## config.mk

```make
export PLATFORM = sky130hd
export DESIGN_NAME = sha_work_regs
export DESIGN_NICKNAME = d
export VERILOG_FILES = /design/src/rtl/sha_work_regs.sv
export SDC_FILE = /design/constraint.sdc
export NUM_CORES = 2
export LEC_CHECK = 0
export ABC_AREA = 1
export BUFFER_PORTS_ARGS = -buffer_cell sky130_fd_sc_hd__buf_2
export CORE_MARGIN = 4
export CORE_UTILIZATION = 30
export DETAILED_ROUTE_END_ITERATION = 8
export SLEW_MARGIN = 20
export SYNTH_ARGS = -nofsm -noshare
export SYNTH_HDL_FRONTEND = slang
export SYNTH_SLANG_ARGS = --single-unit
```

## constraint.sdc

```tcl
create_clock -name clk -period 25.2 [get_ports clk]
set_clock_uncertainty 0.1 [all_clocks]
set_input_delay 2.52 -clock clk [delete_from_list [all_inputs] [get_ports clk]]
set_output_delay 2.52 -clock clk [all_outputs]
set_load 0.01 [all_outputs]
```

## src/rtl/sha_work_regs.sv

```systemverilog
// SHA-2 working-variable bank a..h with round counter and feed-forward digest.
// All state changes happen on the falling edge of clk; rst clears everything asynchronously.
module sha_work_regs #(
  parameter int WORD_W     = 32,
  parameter int NUM_ROUNDS = 64,
  parameter int RND_W      = 7
) (
  input  logic                  clk,
  input  logic                  rst,
  input  logic                  start,
  input  logic [8*WORD_W-1:0]   H_in,
  input  logic [WORD_W-1:0]     t1_in,
  input  logic [WORD_W-1:0]     t2_in,
  output logic [8*WORD_W-1:0]   work_out,
  output logic [RND_W-1:0]      round_idx,
  output logic                  busy,
  output logic                  done,
  output logic [8*WORD_W-1:0]   digest
);

  typedef enum logic [1:0] {S_IDLE, S_ROUND, S_FINAL} state_t;

  localparam logic [RND_W-1:0] LAST_RND = RND_W'(NUM_ROUNDS - 1);

  state_t            r_state;
  state_t            w_next;
  logic              w_load;
  logic              w_round;
  logic              w_final;
  logic [WORD_W-1:0] r_var   [8];
  logic [WORD_W-1:0] r_hsave [8];
  logic [WORD_W-1:0] r_dig   [8];
  logic [RND_W-1:0]  r_rnd;
  logic              r_done;

  always_ff @(negedge clk or posedge rst) begin
    if (rst) r_state <= S_IDLE;
    else     r_state <= w_next;
  end

  always_comb begin
    w_next  = r_state;
    w_load  = 1'b0;
    w_round = 1'b0;
    w_final = 1'b0;
    case (r_state)
      S_IDLE: begin
        if (start) begin
          w_load = 1'b1;
          w_next = S_ROUND;
        end
      end
      S_ROUND: begin
        w_round = 1'b1;
        if (r_rnd == LAST_RND) w_next = S_FINAL;
      end
      S_FINAL: begin
        w_final = 1'b1;
        w_next  = S_IDLE;
      end
      default: w_next = S_IDLE;
    endcase
  end

  always_ff @(negedge clk or posedge rst) begin
    if (rst) begin
      for (int unsigned i = 0; i < 8; i++) begin
        r_var[i]   <= '0;
        r_hsave[i] <= '0;
        r_dig[i]   <= '0;
      end
      r_rnd  <= '0;
      r_done <= 1'b0;
    end else begin
      r_done <= w_final;
      if (w_load) begin
        // word 0 (a / H0) sits in the most significant slice
        for (int unsigned i = 0; i < 8; i++) begin
          r_var[i]   <= H_in[(7-i)*WORD_W +: WORD_W];
          r_hsave[i] <= H_in[(7-i)*WORD_W +: WORD_W];
        end
        r_rnd <= '0;
      end else if (w_round) begin
        r_var[0] <= t1_in + t2_in;
        r_var[1] <= r_var[0];
        r_var[2] <= r_var[1];
        r_var[3] <= r_var[2];
        r_var[4] <= r_var[3] + t1_in;
        r_var[5] <= r_var[4];
        r_var[6] <= r_var[5];
        r_var[7] <= r_var[6];
        r_rnd    <= (r_rnd == LAST_RND) ? '0 : r_rnd + RND_W'(1);
      end else if (w_final) begin
        for (int unsigned i = 0; i < 8; i++) begin
          r_dig[i] <= r_hsave[i] + r_var[i];
        end
      end
    end
  end

  always_comb begin
    work_out = '0;
    digest   = '0;
    for (int unsigned i = 0; i < 8; i++) begin
      work_out[(7-i)*WORD_W +: WORD_W] = r_var[i];
      digest[(7-i)*WORD_W +: WORD_W]   = r_dig[i];
    end
  end

  assign round_idx = r_rnd;
  assign busy      = (r_state != S_IDLE);
  assign done      = r_done;

endmodule

```

# Yosys cells after proc, flatten, opt, wreduce, memory -nomap -nowiden

Cells that the tools add are included.

Reductions and logical operators: 5
Add/subtract/negate cells: 11
Magnitude comparators: 0
Shift operators: 0
Div/mod/pow operators: 0
Equal/unequal tests: 5
Multiply operators: 0
Muxes and demuxes: 12
Bitwise gates (word level): 2

Operators with widths:

| kind                                                             | number |
|---|---|
| 256-bit 2-to-1 mux                                               | 2 |
| 32-bit adder                                                     | 10 |
| 7-bit 2-to-1 mux                                                 | 3 |
| 7-bit by 1-bit adder with 7-bit output (second input constant)   | 1 |
| 7-bit by 6-bit == test with 1-bit output (second input constant) | 1 |
| 1-bit 2-to-1 mux                                                 | 4 |
| 2-bit 2-to-1 mux                                                 | 2 |
| 2-bit != test (second input constant)                            | 2 |
| 2-bit one-hot mux with 2 select lines                            | 1 |
| 2-bit nonzero test                                               | 2 |
| 3-bit AND reduction                                              | 1 |
| 2-bit by 1-bit == test with 1-bit output (second input constant) | 1 |
| 2-bit == test (second input constant)                            | 1 |
| 2-bit logical NOT                                                | 1 |
| 1-bit NOT                                                        | 2 |
| 2-bit AND reduction                                              | 1 |

Memory bits (writable): 0
Latch bits: 0
Word-level logic and storage cells: 62
Register bits: 778
Memories kept: 0
Bits in read-only memories: 0
Output and inout bits: 521
Bits of input ports: 323

# Logic depth before layout (Yosys ltp)

Depth after elaboration: 4
Depth in mapped cells: 13
Depth with buffers taken out: 13

==> impl_metrics.tcl <==
set metrics [dict create \
    rows 150 \
    routed-via-count 52600 \
    synth_enable_flop_cells 0 \
    synth_top_area_cell "dfrtn_1" \
    detail_routed_via_count_per_cell 5.01 \
    syn-num-nets 8093 \
    finalSetupViolations 0 \
    n_fill_cell 18100 \
    share_of_the_synthesized_area_in_the_top_cell_type 0.382 \
    yosysWarnings 0 \
    post_dp_cell_area_mm2 0.0573 \
    synth.distinct_cells 40 \
    run_status "finished clean" \
    yosys.cell_count.top_type "nand2_1" \
    cts-buffers-inserted 97 \
    drive_above_1_share 0.132 \
    rsz0062_at_grt "no" \
    place_ws_ns 6.12 \
    sequential_share_of_the_synthesized_area 0.382 \
    globalRoute.totalOverflow 0 \
    finalWeightedCongestion 0.990 \
    clock_tree.buffer_depth 3 \
    total_power_mw 9.25 \
    path_class "in -> reg" \
    async_reset_ff_frac 1.00 \
    critPathLaunchType "input port" \
    timing.critical_path.to_type "flop" \
    cts_htree_levels 3 \
    syn-cell-area_mm2 0.0509 \
    detailedRoute.firstIterationViolations 4493 \
    worst-endpoint-arrival_ns 6.29 \
    final_cell_area_mm2 0.0607 \
    place_inst 10300 \
    wl_um 234000 \
    clkTransAtPathRegs_ns 0.04 \
    coreArea_mm2 0.168 \
    buffer_ports.inserted 843 \
    grt_use_total 0.257 \
    layout.nets 8867 \
    critical_path_required_ns 13.02 \
    critical_path_peak_fanout 112 \
    via_count_of_the_first_global_routing_pass 50700 \
    grt_max_degree 173 \
    maxSlewHeadroom 0.327 \
    start_util 0.303 \
    holdCritPathClass "reg -> reg" \
    detailedPlacementHpwl_um 189000 \
    layout_setup_ws_ns 6.73 \
    first_pass_iters 7 \
    postCtsSetupBuffers 0 \
    antenna_found_initial 36 \
    floorplan.die.height_um 420 \
    die_area_mm2 0.176 \
    postRouteAntennaNets 0 \
    cts.sink_count 778 \
    final_max_slew_viol_count 0 \
    cts-root-buf "clkbuf_16" \
    synth-main-ff-cell "dfrtn_1" \
    worst_skew_pair_latency_ns 0.68 \
    areaGrowthSynthToFinish_pct 19.3 \
    report.final.hold_viol_count 0 \
    vdd.ir_drop.worst_uv 61.3 \
    max_cap_violations 0 \
    tightestPinTransition_ns 1.01 \
    drcViolationCount 0 \
    power_dens_cells_mw_per_mm2 152 \
    die_x_um 420 \
    design.portCount 844 \
    avgSynthCellArea_um2 6.84 \
    power.static_leakage_nw 33.8 \
    synth_common_cells "2747 x nand2_1, 1004 x inv_1, 778 x dfrtn_1" \
    netlist_top_cells_area "dfrtn_1 38%, nand2_1 20%, ha_1 7.6%" \
    grt_pass1_wl_um 336000 \
    synth_seq_cells 778 \
    cts_hold_repair_buffers 0 \
    finalNonFillerCells 10500 \
    wl_per_cell_um 22.3 \
    hold_slack_ns 0.291 \
    postSynthCellCount 7449 \
    cts_tree "done" \
    post_cts_resized 0 \
]
## through the flow
stage | TNS (ns) | util
after floorplan | -297.41 | -
after global placement | 0 | 0.341
after detailed placement | 0 | 0.341
after CTS | 0 | 0.361
after global routing | 0 | 0.362
final | 0 | 0.362
## report_power, final
part | internal (mW) | leakage, nW | switching [mW]
clock | 0.888 | 1.65 | 0.603
sequential | 1.73 | 9.31 | 0.732
combinational | 1.80 | 22.9 | 3.50
## cells in the final DEF (no fill, tap or decap), drive strengths merged, types with 2 or more instances in the layout
cell type  instances
nand2           2747
inv             1011
buf              876
dfrtn            778
o21ai            621
nand3            460
nor2             448
a21oi            428
ha               311
clkbuf           135
xnor2             71
nor3              57
or2               57
a31oi             39
a21boi            37
nand4             34
o21a              26
xor2              24
nand3b            22
clkinv            22
o21bai            21
diode             15
a21o              14
bufinv            11
nor4              10
fa                10
a2bb2oi            9
o31ai              4
o22ai              4
clkinvlp           4
o221ai             4
o211ai             2
## kinds of logic (layout without fill, tap and decap cells)
| family | after synthesis | in the layout | synth area share |
|---|---|---|---|
| AO/OA/AOI/OAI | 1210 | 1210 | 0.126 |
| XOR/XNOR | 95 | 95 | 0.0163 |
| adder cells (fa/ha/maj) | 321 | 321 | 0.0803 |
| buffers and inverters | 1208 | 2059 | 0.0924 |
| flip-flops | 778 | 778 | 0.382 |
| other | 0 | 15 | 0 |
| AND/OR/NAND/NOR | 3837 | 3837 | 0.302 |
## per-layer routing
| metal | share of wire | GRT usage | wire (µm) |
|---|---|---|---|
| met4 | 0.067 | 0.153 | 15600 |
| met5 | 0 | 0 | 0 |
| met1 | 0.40 | 0.310 | 93700 |
| met2 | 0.47 | 0.432 | 111000 |
| met3 | 0.059 | 0.0391 | 13900 |
## worst max-delay path, cell delays in order
cell,delay [ns]
buf_2,0.11
nand2_4,0.29
inv_8,0.70
nor2_4,0.11
inv_8,0.47
buf_4,0.67
buf_4,0.78
o21ai_0,0.25
inv_1,0.11
a21boi_1,0.06
## area by class of cell
| class | count | area [µm²] | share of cell area |
|---|---|---|---|
| diodes | 15 | 37.5 | 0.000618 |
| clock buffers | 135 | 2790 | 0.0460 |
| clock inverters | 41 | 578 | 0.00952 |
| inverters | 1007 | 3810 | 0.0627 |
| multi-input cells | 5463 | 26800 | 0.441 |
| flip-flops and latches | 778 | 19500 | 0.320 |
| well taps | 2204 | 2760 | 0.0454 |
| repair buffers | 876 | 4530 | 0.0746 |
## path summary, 6_finish.rpt
path | start | depth (start not counted) | end | slack [ns]
worst max-delay path | start | 10 | work_out[117] | 6.73
worst min-delay path | round_idx[6] | 1 | r_state[1] | 0.29
worst max register to register | r_state[1] | 10 | work_out[117] | 20.37
worst min register to register | round_idx[6] | 1 | r_state[1] | 0.29
max in group asynchronous | rst | 5 | r_hsave[211] | 7.89
min in group asynchronous | rst | 2 | digest[94] | 14.40
## state kept, by name, summed over array words and instances (netlist names)
signal	cells
round_idx	7
r_state	2
r_hsave	256
work_out	256
done	1
digest	256
Power figures use the tool's default switching activity.
